[src/rtl/cache_refill_ctrl_if.sv]
// Memory-side bundle of the cache refill engine: the system bus beat handshake
// and the cache data memory port.
//   master : the refill engine (drives requests, cache writes)
//   slave  : bus / data memory side (drives ack, read data)
// Signals:
//   bus_req/bus_we/bus_addr/bus_wdata  request side of a single-word bus beat
//   bus_ack/bus_rdata                  completion of the beat, read data with ack
//   cmem_addr/cmem_we/cmem_wdata       cache data memory write/read address
//   cmem_rdata                         synchronous read data, one cycle after addr
interface cache_refill_ctrl_if #(
  parameter int unsigned CMEM_AW = 13
);
  logic               bus_req;
  logic               bus_we;
  logic [31:0]        bus_addr;
  logic [31:0]        bus_wdata;
  logic               bus_ack;
  logic [31:0]        bus_rdata;
  logic [CMEM_AW-1:0] cmem_addr;
  logic               cmem_we;
  logic [31:0]        cmem_wdata;
  logic [31:0]        cmem_rdata;

  modport master (
    output bus_req, bus_we, bus_addr, bus_wdata, cmem_addr, cmem_we, cmem_wdata,
    input  bus_ack, bus_rdata, cmem_rdata
  );

  modport slave (
    input  bus_req, bus_we, bus_addr, bus_wdata, cmem_addr, cmem_we, cmem_wdata,
    output bus_ack, bus_rdata, cmem_rdata
  );
endinterface

[src/rtl/cache_refill_ctrl.sv]
// Line refill / writeback engine for the tag arbiter. Writes dirty victims back
// word by word, fetches missing lines into cache data memory and signals
// completion with one-cycle writeback_ok / line_refill pulses. Keeps a shadow
// copy of each entry's tag to form writeback addresses; services force_sync.
// Ports:
//   clk, rst           clock, synchronous active-high reset
//   line_miss          refill request from the arbiter
//   replace_dirty      selected victim (or flush candidate) is dirty
//   entry_replace_sel  victim / flush entry index, sampled in idle only
//   force_sync         flush all dirty lines
//   access_addr        core access address, tag used for refill
//   refill_pa          base address of the line being refilled
//   line_refill        pulse: refill of latched entry complete
//   writeback_ok       pulse: writeback of latched entry complete
//   busy               engine not idle
//   mem                bus + cache data memory bundle (master side)
module cache_refill_ctrl #(
  parameter int unsigned ENTRY_NUM    = 8,
  parameter int unsigned SEL_WIDTH    = (ENTRY_NUM > 1) ? $clog2(ENTRY_NUM) : 1,
  parameter int unsigned TAG_LSB      = 12,
  parameter int unsigned OFFSET_WIDTH = TAG_LSB - 2
) (
  input  logic                 clk,
  input  logic                 rst,
  input  logic                 line_miss,
  input  logic                 replace_dirty,
  input  logic [SEL_WIDTH-1:0] entry_replace_sel,
  input  logic                 force_sync,
  input  logic [31:0]          access_addr,
  output logic [31:0]          refill_pa,
  output logic                 line_refill,
  output logic                 writeback_ok,
  output logic                 busy,
  cache_refill_ctrl_if.master  mem
);
  localparam int unsigned TagWidth = 32 - TAG_LSB;

  typedef enum logic [2:0] {StIdle, StWbRd, StWbBus, StRfBus, StRfWr} state_e;

  state_e                  state_q, state_d;
  logic [SEL_WIDTH-1:0]    sel_q, sel_d;
  logic [OFFSET_WIDTH-1:0] offset_q, offset_d;
  logic [TagWidth-1:0]     rtag_q, rtag_d;
  logic [TagWidth-1:0]     shadow_q [ENTRY_NUM];
  logic                    wb_first_q;
  logic [31:0]             bus_wdata_q;
  logic [31:0]             cmem_wdata_q;
  logic                    line_refill_q, line_refill_d;
  logic                    writeback_ok_q, writeback_ok_d;
  logic                    shadow_we;
  logic                    last_word;
  logic                    dirty_eff, miss_eff;
  logic                    unused_addr_bits;

  assign unused_addr_bits = ^access_addr[TAG_LSB-1:0];
  assign last_word        = &offset_q;

  // During the idle cycle carrying a completion pulse the arbiter has not yet
  // cleared dirty state / installed the tag; ignore the stale request for it.
  assign dirty_eff = replace_dirty & ~writeback_ok_q;
  assign miss_eff  = line_miss & ~line_refill_q;

  always_comb begin
    state_d        = state_q;
    sel_d          = sel_q;
    offset_d       = offset_q;
    rtag_d         = rtag_q;
    line_refill_d  = 1'b0;
    writeback_ok_d = 1'b0;
    shadow_we      = 1'b0;
    unique case (state_q)
      StIdle: begin
        if ((force_sync || miss_eff) && dirty_eff) begin
          sel_d    = entry_replace_sel;
          offset_d = '0;
          state_d  = StWbRd;
        end else if (miss_eff) begin
          sel_d    = entry_replace_sel;
          rtag_d   = access_addr[31:TAG_LSB];
          offset_d = '0;
          state_d  = StRfBus;
        end
      end
      StWbRd: state_d = StWbBus;
      StWbBus: begin
        if (mem.bus_ack) begin
          if (last_word) begin
            writeback_ok_d = 1'b1;
            offset_d       = '0;
            state_d        = StIdle;
          end else begin
            offset_d = offset_q + 1'b1;
            state_d  = StWbRd;
          end
        end
      end
      StRfBus: begin
        if (mem.bus_ack) state_d = StRfWr;
      end
      StRfWr: begin
        if (last_word) begin
          line_refill_d = 1'b1;
          shadow_we     = 1'b1;
          offset_d      = '0;
          state_d       = StIdle;
        end else begin
          offset_d = offset_q + 1'b1;
          state_d  = StRfBus;
        end
      end
      default: state_d = StIdle;
    endcase
  end

  always_comb begin
    mem.bus_req   = 1'b0;
    mem.bus_we    = 1'b0;
    mem.bus_addr  = '0;
    mem.cmem_addr = '0;
    mem.cmem_we   = 1'b0;
    unique case (state_q)
      StWbRd: mem.cmem_addr = {sel_q, offset_q};
      StWbBus: begin
        mem.bus_req  = 1'b1;
        mem.bus_we   = 1'b1;
        mem.bus_addr = {shadow_q[sel_q], offset_q, 2'b00};
      end
      StRfBus: begin
        mem.bus_req  = 1'b1;
        mem.bus_addr = {rtag_q, offset_q, 2'b00};
      end
      StRfWr: begin
        mem.cmem_we   = 1'b1;
        mem.cmem_addr = {sel_q, offset_q};
      end
      default: ;
    endcase
  end

  // Read data arrives in the first WB_BUS cycle; pass it straight through so a
  // zero-wait ack writes the right word, and hold a copy for later wait cycles.
  assign mem.bus_wdata  = wb_first_q ? mem.cmem_rdata : bus_wdata_q;
  assign mem.cmem_wdata = cmem_wdata_q;
  assign refill_pa      = {rtag_q, {TAG_LSB{1'b0}}};
  assign busy           = (state_q != StIdle);
  assign line_refill    = line_refill_q;
  assign writeback_ok   = writeback_ok_q;

  always_ff @(posedge clk) begin
    if (rst) begin
      state_q        <= StIdle;
      sel_q          <= '0;
      offset_q       <= '0;
      rtag_q         <= '0;
      wb_first_q     <= 1'b0;
      bus_wdata_q    <= '0;
      cmem_wdata_q   <= '0;
      line_refill_q  <= 1'b0;
      writeback_ok_q <= 1'b0;
      for (int unsigned i = 0; i < ENTRY_NUM; i++) shadow_q[i] <= '0;
    end else begin
      state_q        <= state_d;
      sel_q          <= sel_d;
      offset_q       <= offset_d;
      rtag_q         <= rtag_d;
      line_refill_q  <= line_refill_d;
      writeback_ok_q <= writeback_ok_d;
      wb_first_q     <= (state_q == StWbRd);
      if (wb_first_q) bus_wdata_q <= mem.cmem_rdata;
      if (state_q == StRfBus && mem.bus_ack) cmem_wdata_q <= mem.bus_rdata;
      if (shadow_we) shadow_q[sel_q] <= rtag_q;
    end
  end
endmodule

[src/flat_wrapper.sv]
// flat-port wrapper written by rule: the top's interface ports become plain ports
module cache_refill_ctrl_flat 
#(
  parameter int unsigned ENTRY_NUM    = 8,
  parameter int unsigned SEL_WIDTH    = (ENTRY_NUM > 1) ? $clog2(ENTRY_NUM) : 1,
  parameter int unsigned TAG_LSB      = 12,
  parameter int unsigned OFFSET_WIDTH = TAG_LSB - 2
)
  (clk, rst, line_miss, replace_dirty, entry_replace_sel, force_sync, access_addr, refill_pa, line_refill, writeback_ok, busy, mem_bus_req, mem_bus_we, mem_bus_addr, mem_bus_wdata, mem_cmem_addr, mem_cmem_we, mem_cmem_wdata, mem_bus_ack, mem_bus_rdata, mem_cmem_rdata);
  cache_refill_ctrl_if #(.CMEM_AW(((3) + (TAG_LSB - 2)))) mem_i ();
  input  logic clk;
  input  logic rst;
  input  logic line_miss;
  input  logic replace_dirty;
  input  logic [SEL_WIDTH-1:0] entry_replace_sel;
  input  logic force_sync;
  input  logic [31:0] access_addr;
  output logic [31:0] refill_pa;
  output logic line_refill;
  output logic writeback_ok;
  output logic busy;
  output wire logic [$bits(mem_i.bus_req)-1:0] mem_bus_req;
  output wire logic [$bits(mem_i.bus_we)-1:0] mem_bus_we;
  output wire logic [$bits(mem_i.bus_addr)-1:0] mem_bus_addr;
  output wire logic [$bits(mem_i.bus_wdata)-1:0] mem_bus_wdata;
  output wire logic [$bits(mem_i.cmem_addr)-1:0] mem_cmem_addr;
  output wire logic [$bits(mem_i.cmem_we)-1:0] mem_cmem_we;
  output wire logic [$bits(mem_i.cmem_wdata)-1:0] mem_cmem_wdata;
  input wire logic [$bits(mem_i.bus_ack)-1:0] mem_bus_ack;
  input wire logic [$bits(mem_i.bus_rdata)-1:0] mem_bus_rdata;
  input wire logic [$bits(mem_i.cmem_rdata)-1:0] mem_cmem_rdata;
  assign mem_bus_req = mem_i.bus_req;
  assign mem_bus_we = mem_i.bus_we;
  assign mem_bus_addr = mem_i.bus_addr;
  assign mem_bus_wdata = mem_i.bus_wdata;
  assign mem_cmem_addr = mem_i.cmem_addr;
  assign mem_cmem_we = mem_i.cmem_we;
  assign mem_cmem_wdata = mem_i.cmem_wdata;
  assign mem_i.bus_ack = mem_bus_ack;
  assign mem_i.bus_rdata = mem_bus_rdata;
  assign mem_i.cmem_rdata = mem_cmem_rdata;
  cache_refill_ctrl #(.ENTRY_NUM(ENTRY_NUM), .SEL_WIDTH(SEL_WIDTH), .TAG_LSB(TAG_LSB), .OFFSET_WIDTH(OFFSET_WIDTH)) u_core (.clk(clk), .rst(rst), .line_miss(line_miss), .replace_dirty(replace_dirty), .entry_replace_sel(entry_replace_sel), .force_sync(force_sync), .access_addr(access_addr), .refill_pa(refill_pa), .line_refill(line_refill), .writeback_ok(writeback_ok), .busy(busy), .mem(mem_i));
endmodule
[config.mk]
export PLATFORM = sky130hd
export DESIGN_NAME = cache_refill_ctrl_flat
export DESIGN_NICKNAME = d
export VERILOG_FILES = /design/src/rtl/cache_refill_ctrl_if.sv /design/src/rtl/cache_refill_ctrl.sv /design/src/flat_wrapper.sv
export SDC_FILE = /design/constraint.sdc
export NUM_CORES = 1
export LEC_CHECK = 0
export ABC_AREA = 1
export ABC_CLOCK_PERIOD_IN_PS = 2760
export CELL_PAD_IN_SITES_DETAIL_PLACEMENT = 2
export CELL_PAD_IN_SITES_GLOBAL_PLACEMENT = 2
export CORE_MARGIN = 10
export CORE_UTILIZATION = 31
export CTS_BUF_LIST = sky130_fd_sc_hd__clkbuf_8
export CTS_CLUSTER_DIAMETER = 80
export CTS_CLUSTER_SIZE = 14
export DETAILED_ROUTE_END_ITERATION = 16
export PLACE_DENSITY = 0.91
export SLEW_MARGIN = 5
export SYNTH_ARGS = -nofsm -noshare
export SYNTH_HDL_FRONTEND = slang
export SYNTH_SLANG_ARGS = --single-unit
[constraint.sdc]
create_clock -name clk -period 2.76 [get_ports clk]
set_clock_uncertainty 0.05 [all_clocks]
set_input_delay 0.414 -clock clk [delete_from_list [all_inputs] [get_ports clk]]
set_output_delay 0.414 -clock clk [all_outputs]
set_load 0.03 [all_outputs]
==> out/qor.csv, run 1 <==
stage,metric,value,unit
timing,PnR worst setup slack,0.0512,ns
setup_path,FF-to-FF End,u_core.shadow_q[0][1],
clock_network,clock latency on the worst-skew pair,0.57,ns
route,Pre-antenna DRT Iters,4,
global_routing,largest net degree at the start of global routing,74,
timing,Tightest Pin Transition,0.868,ns
clock_network,Sink Count,266,
yosys,sequential area share after synthesis,0.596,
timing,Final period util,0.981,
worst_hold_path,Hold Path Class,primary input to flop,
timing,"Slew Viols, Final",0,
final_layout,Non-Filler Instances,2005,
clock_network,Num CTS Buffers,24,
timing,Final setup viols,0,
yosys,number of library cell types mapped by synthesis,31,
final_layout,Area Overhead vs Synth,31.0,%
setup_path,"Slowest-stage cell, CP",dfxtp_4,
place,placed cell count,1948,
global_routing,vias in the first global route,12000,
worst_hold_path,hold wc startpoint,rst,
final_layout,fraction of layout cells with a size suffix above 1,0.106,
route,Vias/cell,5.22,
pwr,largest vdd supply drop,356,uV
yosys,async set or reset register ratio after synthesis,0,
route,antenna-violating nets left,0,
clock_network,"Clk pin slew, worst setup/hold paths",0.10,ns
setup_path,Worst EP required,2.30,ns
pwr,clock share of power,0.219,
outcome,status,"complete, no violations",
global_routing,GRT Overall Usage,0.208,
setup_path,Crit Path Class,flop to output pin,
timing,Fin. Hold Viols,0,
timing,Tmin final,2.71,ns
pwr,switch share,0.377,
clock_network,htree depth,1,
clock_network,CTS max path bufs,3,
route,via count,10500,
global_routing,global-route wire length before repair,73100,um
setup_path,reg-to-reg startpoint,u_core.offset_q[1],
setup_path,Crit. End Element,output pin,
timing,FMAX,0.369,GHz
yosys,Synth Flop Type,edfxtp_1,
final_layout,FILL cells,3938,
final_layout,Seq. cell area,0.00694,mm2
setup_path,worst-path cell chain,buf_12 -> nor2_1 -> nor2_1 -> o21ai_0 -> o211ai_1 -> nand3_1 -> o21ai_1 -> buf_4 -> buf_12,
yosys,Synth Instances,1290,
yosys,largest cells by area after synthesis,"edfxtp_1 41%, dfxtp_1 18%, nor2_1 11%",
route,WL/cell,24.3,um
timing,RSZ-0062 raised after global routing,yes,
die,Starting Density,0.316,
route,number of DRC markers in iteration 0,526,
route,Post-route DRC,0,
pwr,sequential power share,0.437,
die,die width,214,um
final_layout,# nets final,1624,
clock_network,Root Driver,clkbuf_8,
yosys,synthesis warning total,0,
place,Post-Place Setup Slack,0.296,ns
pwr,leak pwr,5.65,nW
worst_hold_path,Worst Hold End,u_core.line_refill,
pwr,combinational power share,0.344,
yosys,top-area cell type share of the netlist area,0.413,
setup_path,CP peak stage delay,0.41,ns
die,Core ar.,0.0368,mm2
setup_path,cell family with most CP delay,buffers and inverters,
worst_hold_path,hold path cells,4,
setup_path,R2R cell count,10,
setup_path,R2R setup slack,0.36,ns
place,gpl congestion,0.779,
yosys,largest area contributor in the netlist,edfxtp_1,
setup_path,CP startpoint kind,flop,
setup_path,Stages on worst setup path,9,
pwr,Pint,6.60,mW
global_routing,grt total ovfl,0,
setup_path,CP max FO,23,
pwr,pwr dens,696,mW/mm2
route,Post-Route WL,48800,um
setup_path,Critical path buffers and inverters,3,
setup_path,"Arr. time, crit path",2.24,ns
die,die height,214,um
yosys,syn avg cell area,9.02,um2
yosys,Synth Cell Area,0.0116,mm2
clock_network,CTS tree,built,
place,IO buf count,225,
timing,Max-slew headroom,0.422,
yosys,"EDFF count, synth",160,
die,I/O pin total,252,
die,die area,0.0457,mm2
yosys,Yosys reg bits,266,
final_layout,multi-input combinational cell area,0.00403,mm2
die,Rows,70,
place,post-DP HPWL,34400,um
global_routing,initial antenna violation count,5,
pwr,net switching power,4.00,mW
run,max-cap viol count,0,
-- placed cells by master (no fill, tap or decap), drive strengths merged, types with 14 or more instances in the layout --
master           n
edfxtp         160
clkdlybuf4s50  171
nor2           334
nand3           69
o21ai          125
buf             89
dlygate4sd2     16
clkinv          24
o211ai          40
clkbuf          29
conb            14
nand2          191
dfxtp          106
a21oi           97
inv             49
-- Yosys cell counts (4+ instances only) --
cell type and number:
nand2_4 9, buf_6 16, dfxtp_1 106, nand2_1 181, nor2_1 328, inv_1 34, o21ai_0 83, o21ai_1 42
edfxtp_1 160, buf_4 14, nand3_1 68, inv_2 4, a21oi_1 97, o211ai_1 40, clkbuf_1 66, clkinv_1 21
-- repair_timing --
| action | in CTS | in global routing |
|---|---|---|
| pin swaps | 0 | 4 |
| gates resized for setup | 45 | 31 |
| setup buffers | 8 | 3 |
| hold buffers | 0 | 0 |
| cloned | 0 | 1 |
| endpoints found under the setup margin | 46 | 35 |
-- sequential cells by signal, indices dropped and copies added, names as in the netlist, named ones only --
register / count
u_core.bus_wdata_q: 32
u_core.writeback_ok: 1
u_core.mem.cmem_wdata: 32
u_core.offset_q: 10
u_core.rtag_q: 20
u_core.shadow_q: 160
u_core.state_q: 3
u_core.line_refill: 1
u_core.wb_first_q: 1
u_core.sel_q: 3
-- worst reg2reg max path: cells and delay by family (launching register included) --
kind,cells,cell delay (ns)
AND/OR/NAND/NOR,8,1.20
adder cells (fa/ha/maj),1,0.23
buffers and inverters,1,0.20
flip-flops,1,0.42
-- kinds of logic (layout without fill, tap and decap cells) --
logic type	count (synthesis)	in the layout	share of synthesized area
compound gates	263	263	0.122
xor+xnor	2	2	0.00151
fa+ha+maj	1	1	0.00108
buf+inv	158	391	0.0659
flops	266	266	0.596
other cells	1	15	0.000322
simple gates	599	599	0.214
-- power by group through the flow --
stage | Combinational, mW | Sequential, mW | Clock (mW)
global route | 3.93 | 4.67 | 2.53
global placement | 3.33 | 4.68 | 0
finish | 3.64 | 4.64 | 2.32
floorplan | 1.73 | 4.77 | 0
CTS | 3.58 | 4.63 | 2.39
detailed placement | 3.48 | 4.71 | 0
-- per-layer routing --
metal,GRT usage,share of wire,vias to the layer above
met3,0.0628,0.078,95
li1,-,-,4738
met5,0,0.00096,-
met4,0.0680,0.030,8
met2,0.381,0.51,329
met1,0.225,0.38,5291
-- worst max path at each step --
| stage | to | start | slack, ns |
|---|---|---|---|
| after CTS | mem_cmem_addr[11] | u_core.state_q[0] | 0.0003 |
| final | mem_bus_addr[16] | flop | 0.05 |
| after detailed placement | mem_bus_addr[15] | flop | 0.30 |
| after global routing | mem_bus_addr[16] | flop | -0.03 |
| after floorplan | u_core.shadow_q[0][0] | u_core.offset_q[1] | 0.44 |
| after global placement | mem_bus_addr[19] | u_core.state_q[0] | 0.41 |
-- through the flow --
step / hold slack, ns / area (um2) / setup TNS, ns / util / power (mW)
global route: 0.202 / 15200 / -0.311 / 0.414 / 11.1
finish: 0.194 / 15200 / 0 / 0.414 / 10.6
detailed placement: 0.408 / 14600 / 0 / 0.396 / 8.19
global placement: 0.398 / 14600 / 0 / 0.396 / 8.01
CTS: 0.173 / 15100 / 0 / 0.411 / 10.6
floorplan: 0.397 / 11700 / 0 / - / 6.50
-- area by class of cell --
class | count | share of cell area
flip-flops and latches | 266 | 0.455
multi-input cells | 879 | 0.265
repair buffers | 288 | 0.197
well taps | 468 | 0.0384
clock buffers | 25 | 0.0226
inverters | 59 | 0.0158
clock inverters | 19 | 0.00616
diodes | 1 | 0.000164
Note: power is estimated with default switching activity, not from simulation.
==> run 2: changes to the inputs <==
- ABC_AREA: 1 -> 0
- CORE_UTILIZATION: 31 -> 35
- CTS_CLUSTER_DIAMETER: 80 -> 120
- PLACE_DENSITY: 0.91 -> 0.93
==> out/qor.csv, run 2 <==
stage,metric,value,unit
yosys,Synth Area in Compound Gates,0.0519,
final_layout,"commonest non-fill, non-tap cell in the layout",and2_1,
pwr,net switching power,3.19,mW
yosys,syn avg cell area,12.0,um2
yosys,top-area cell type share of the netlist area,0.409,
route,WL/cell,25.7,um
timing,PnR worst setup slack,-0.00998,ns
clock_network,Sink Count,266,
route,Post-route DRC,0,
pwr,sequential power share,0.477,
route,Vias/cell,5.16,
die,Starting Density,0.352,
pwr,combinational power share,0.306,
setup_path,Crit. End Element,output pin,
setup_path,"Arr. time, crit path",2.31,ns
die,I/O pin total,252,
timing,tightest hold margin,0.339,ns
global_routing,initial antenna violation count,3,
yosys,synthesis warning total,0,
route,Post-Route WL,42800,um
timing,Final period util,1.00,
pwr,switch share,0.328,
clock_network,CTS tree,built,
die,Core ar.,0.0334,mm2
place,post-DP HPWL,29600,um
global_routing,GRT Overall Usage,0.203,
final_layout,most frequent cells in the layout,"183 x and2_1, 177 x clkdlybuf4s50_1, 160 x edfxtp_1, 115 x nand2_1, 103 x dfxtp_1",
final_layout,max reg flops,160,
yosys,"EDFF count, synth",160,
timing,Final setup viols,1,
yosys,Post-Synth Adder-Cell Area,0.00106,
final_layout,Area Overhead vs Synth,31.5,%
timing,Tmin final,2.77,ns
setup_path,Crit Path Class,flop to output pin,
clock_network,"Clk pin slew, worst setup/hold paths",0.10,ns
pwr,Pint,6.55,mW
global_routing,largest net degree at the start of global routing,69,
route,number of DRC markers in iteration 0,475,
die,die area,0.0413,mm2
clock_network,CTS Hold Bufs,0,
setup_path,CP max FO,6,
yosys,Synth Flop Type,edfxtp_1,
timing,RSZ-0062 raised after global routing,yes,
clock_network,Root Driver,clkbuf_8,
global_routing,met1 Resource Use GR,0.220,
global_routing,grt total ovfl,0,
final_layout,# nets final,1311,
yosys,post-synthesis mux area share,0.127,
setup_path,Worst EP required,2.30,ns
yosys,number of library cell types mapped by synthesis,50,
clock_network,Num CTS Buffers,22,
place,gpl congestion,0.740,
outcome,violated checks,setup timing,
global_routing,vias in the first global route,9957,
timing,"Slew Viols, Final",0,
yosys,Synth Instances,978,
yosys,XOR/XNOR Fraction of Synth Area,0.000745,
setup_path,CP startpoint kind,flop,
yosys,most instantiated library cell after synthesis,and2_1,
clock_network,htree depth,1,
worst_hold_path,Hold Path Class,primary input to flop,
pwr,leak pwr,5.61,nW
place,Post-Place Setup Slack,0.199,ns
yosys,post-synthesis simple-gate area fraction,0.194,
yosys,most frequent cells after synthesis,"183 x and2_1, 160 x edfxtp_1, 115 x nand2_1",
yosys,Yosys reg bits,266,
yosys,largest family of logic cells by synthesized area,simple AND/OR/NAND/NOR gates,
timing,Tightest Pin Transition,0.759,ns
yosys,sequential area share after synthesis,0.589,
final_layout,Biggest register,u_core.shadow_q,
yosys,largest cells by area after synthesis,"edfxtp_1 41%, dfxtp_1 18%, and2_1 9.7%",
global_routing,most used routing layer,met2,
pwr,clock share of power,0.218,
timing,Fin. Hold Viols,0,
route,Pre-antenna DRT Iters,5,
clock_network,CTS max path bufs,3,
pwr,pwr dens,630,mW/mm2
final_layout,antenna diode count,0,
route,antenna-violating nets left,0,
timing,FMAX,0.361,GHz
global_routing,M2 GR Usage,0.377,
global_routing,global-route wire length before repair,64300,um
route,via count,8605,
die,Rows,67,
pwr,largest vdd supply drop,398,uV
timing,Max-slew headroom,0.494,
run,max-cap viol count,0,
yosys,Synth Cell Area,0.0118,mm2
die,die height,203,um
yosys,async set or reset register ratio after synthesis,0,
global_routing,grt met3 use,0.0589,
clock_network,clock latency on the worst-skew pair,0.57,ns
place,IO buf count,225,
outcome,status,finished with violations,
yosys,largest area contributor in the netlist,edfxtp_1,
final_layout,fraction of layout cells with a size suffix above 1,0.166,
die,die width,203,um
==> run 2: cell count changes after synthesis, moves of 32 or more <==
cell and change:
o211ai_1 -40, nor2b_1 +36, and2_1 +183, nand3_1 -59
inv_1 -32, o21ai_0 -56, nand2_1 -66, o21ai_1 -42
mux4_2 +40, mux2_2 +32, nor2_1 -306
==> run 2: power by group through the flow <==
stage / clock network (mW) / logic, mW / registers, mW
after floorplan: 0 / 1.47 / 4.70
after global placement: 0 / 2.74 / 4.68
after detailed placement: 0 / 2.84 / 4.72
after CTS: 2.18 / 2.96 / 4.64
after global routing: 2.33 / 3.15 / 4.68
final: 2.12 / 2.98 / 4.64
==> run 2: per-stage QoR <==
stage | instances | TNS (ns) | total power [mW] | area (um2) | utilization
6_report | 1667 | -0.00998 | 9.74 | 15500 | 0.464
5_1_grt | 1667 | -0.846 | 10.2 | 15500 | 0.464
2_1_floorplan | 991 | 0 | 6.16 | 11800 | -
3_5_place_dp | 1620 | 0 | 7.57 | 14900 | 0.445
3_3_place_gp | 1620 | 0 | 7.42 | 14900 | 0.445
4_1_cts | 1663 | -0.390 | 9.78 | 15400 | 0.460
==> run 2: logic make-up after synthesis <==
family	after synthesis
other cells	1
flops	266
simple gates	410
compound gates	117
buf+inv	87
mux	95
fa+ha+maj	1
xor+xnor	1
==> run 2: worst max-delay path: stages (launching register included) <==
cell and delay, ns:
dfxtp_4 0.45, buf_12 0.16, buf_12 0.11, mux4_2 0.50
mux2i_1 0.21, a21oi_1 0.14, buf_12 0.17
==> run 2: path summary, 6_finish.rpt <==
| kind | start | end | slack, ns | cells past startpoint |
|---|---|---|---|---|
| setup / recovery | flop | mem_bus_addr[22] | -0.01 | 6 |
| hold / removal | access_addr[14] | u_core.rtag_q[2] | 0.34 | 3 |
| setup reg to reg | u_core.state_q[2] | u_core.shadow_q[0][14] | 0.32 | 6 |
| hold reg to reg | u_core.mem.cmem_wdata[20] | u_core.mem.cmem_wdata[20] | 0.41 | 2 |
==> run 2: layout make-up <==
type                            instances  area [um2]
Clock buffer                           23         317
Clock inverter                         15        56.3
Fill cell                            3357       17900
Inverter                                4        22.5
Multi-Input combinational cell        638        4540
Sequential cell                       266        6940
Tap cell                              448         561
Timing Repair Buffer                  272        3030
Timing Repair inverter                  1        3.75
==> run 2: routing by layer <==
| layer | wire length [um] | share of wire |
|---|---|---|
| met1 | 16000 | 0.37 |
| met2 | 22700 | 0.53 |
| met4 | 1000 | 0.023 |
| met5 | 47 | 0.0011 |
| met3 | 3040 | 0.071 |
==> run 2: timing repair <==
action | CTS | global route
endpoints found under the setup margin | 47 | 30
buffers inserted | 3 | 4
resized for setup | 39 | 20
pin swaps | 0 | 1
gates cloned | 2 | 1
==> run 3: changes to the inputs <==
- HOLD_SLACK_MARGIN: not set -> 0.1
- TNS_END_PERCENT: not set -> 50
==> out/qor.csv, run 3 (synthesis results as in run 2) <==
stage,metric,value,unit
global_routing,largest net degree at the start of global routing,69,
route,Post-route DRC,0,
pwr,Final Power,9.78,mW
place,gpl congestion,0.740,
final_layout,most frequent cells in the layout,"183 x and2_1, 177 x clkdlybuf4s50_1, 160 x edfxtp_1, 115 x nand2_1, 103 x dfxtp_1",
final_layout,max reg flops,160,
clock_network,clock latency on the worst-skew pair,0.57,ns
timing,Tmin final,2.76,ns
pwr,pwr dens,630,mW/mm2
timing,Tightest Pin Transition,0.767,ns
route,antenna-violating nets left,0,
place,Post-Place Setup Slack,0.199,ns
pwr,largest vdd supply drop,399,uV
setup_path,Crit. End Element,output pin,
timing,RSZ-0062 raised after global routing,yes,
die,I/O pin total,252,
final_layout,Non-Filler Instances,1666,
global_routing,GRT Overall Usage,0.202,
route,Pre-antenna DRT Iters,5,
outcome,status,"complete, no violations",
timing,"Slew Viols, Final",0,
place,placed cell count,1620,
clock_network,CTS tree,built,
worst_hold_path,Hold Path Class,primary input to flop,
final_layout,# nets final,1310,
place,IO buf count,225,
die,Core ar.,0.0334,mm2
final_layout,Area Overhead vs Synth,32.0,%
setup_path,Worst EP required,2.30,ns
final_layout,fraction of layout cells with a size suffix above 1,0.172,
setup_path,CP max FO,6,
setup_path,reg-to-reg startpoint,u_core.state_q[2],
clock_network,"Clk pin slew, worst setup/hold paths",0.11,ns
route,via count,8526,
worst_hold_path,hold wc startpoint,access_addr[14],
route,Post-Route WL,42700,um
pwr,leak pwr,5.61,nW
setup_path,CP startpoint kind,flop,
setup_path,Crit Path Class,flop to output pin,
timing,Final setup viols,0,
timing,FMAX,0.363,GHz
setup_path,"Arr. time, crit path",2.29,ns
die,die width,203,um
final_layout,final core occ,0.465,
route,WL/cell,25.6,um
timing,Fin. Hold Viols,0,
global_routing,vias in the first global route,9925,
global_routing,global-route wire length before repair,63900,um
final_layout,FILL cells,3344,
die,Rows,67,
run,max-cap viol count,0,
global_routing,initial antenna violation count,3,
timing,Max-slew headroom,0.489,
clock_network,Sink Count,266,
route,Vias/cell,5.12,
final_layout,antenna diode count,0,
clock_network,CTS max path bufs,3,
place,post-DP HPWL,29600,um
final_layout,"commonest non-fill, non-tap cell in the layout",and2_1,
route,number of DRC markers in iteration 0,495,
die,die area,0.0413,mm2
timing,Final period util,0.999,
clock_network,Num CTS Buffers,22,
final_layout,Biggest register,u_core.shadow_q,
clock_network,Root Driver,clkbuf_8,
clock_network,htree depth,1,
die,die height,203,um
die,Starting Density,0.352,
timing,PnR worst setup slack,0.00208,ns
global_routing,grt total ovfl,0,
==> run 3: changes by cell type in the layout (fill, tap and decap cells not counted) <==
| cell | delta |
|---|---|
| a21oi_1 | -8 |
| mux2i_4 | +2 |
| a21oi_2 | +8 |
| clkbuf_16 | +1 |
| buf_4 | -2 |
| buf_6 | +1 |
| mux2i_1 | -1 |
| mux2i_2 | -1 |
| buf_12 | -1 |
==> run 3: metal layers <==
layer | up-vias | GRT usage | wire length, um
met5 | - | 0 | 47
met4 | 6 | 0.0552 | 745
met3 | 50 | 0.0587 | 3160
met2 | 260 | 0.374 | 22900
met1 | 4360 | 0.219 | 15800
li1 | 3850 | - | -
==> run 3: cell type report <==
class	instances	area, um2	share of cell area
multi-input cells	638	4590	0.296
inverters	4	22.5	0.00145
repair inverters	1	3.75	0.000242
well taps	448	561	0.0361
clock buffers	23	317	0.0204
repair buffers	271	3040	0.196
clock inverters	15	56.3	0.00363
flip-flops and latches	266	6940	0.447
==> run 3: report_power, final <==
part           switching [mW]  internal (mW)
Clock                    1.35          0.774
Combinational            1.66           1.36
Sequential              0.209           4.43
==> run 3: stage by stage <==
step | hold WS (ns) | TNS, ns | instance area, um2
4_1_cts | 0.307 | -0.259 | 15300
3_3_place_gp | 0.391 | 0 | 14900
2_1_floorplan | 0.423 | 0 | 11800
3_5_place_dp | 0.403 | 0 | 14900
5_1_grt | 0.314 | -0.750 | 15500
6_report | 0.337 | 0 | 15500
==> run 3: worst max-delay path: stages (launching register included) <==
cell     delay (ns)
dfxtp_4        0.46
buf_12         0.16
buf_12         0.11
mux4_2         0.52
mux2i_2        0.23
a21oi_2        0.11
buf_12         0.15
==> run 3: repair_timing <==
item / in CTS / in global routing
pin swaps: 0 / 3
gates resized for setup: 34 / 36
setup buffers: 3 / 2
cloned: 1 / 2
setup endpoints to repair: 47 / 31
hold buffers: 0 / 0
==> run 3: path summary, 6_finish.rpt <==
kind	to	slack, ns	cells past startpoint
setup / recovery	mem_bus_addr[22]	0.002	6
hold / removal	u_core.rtag_q[2]	0.34	3
setup reg to reg	u_core.shadow_q[0][16]	0.31	6
hold reg to reg	u_core.mem.cmem_wdata[20]	0.41	2
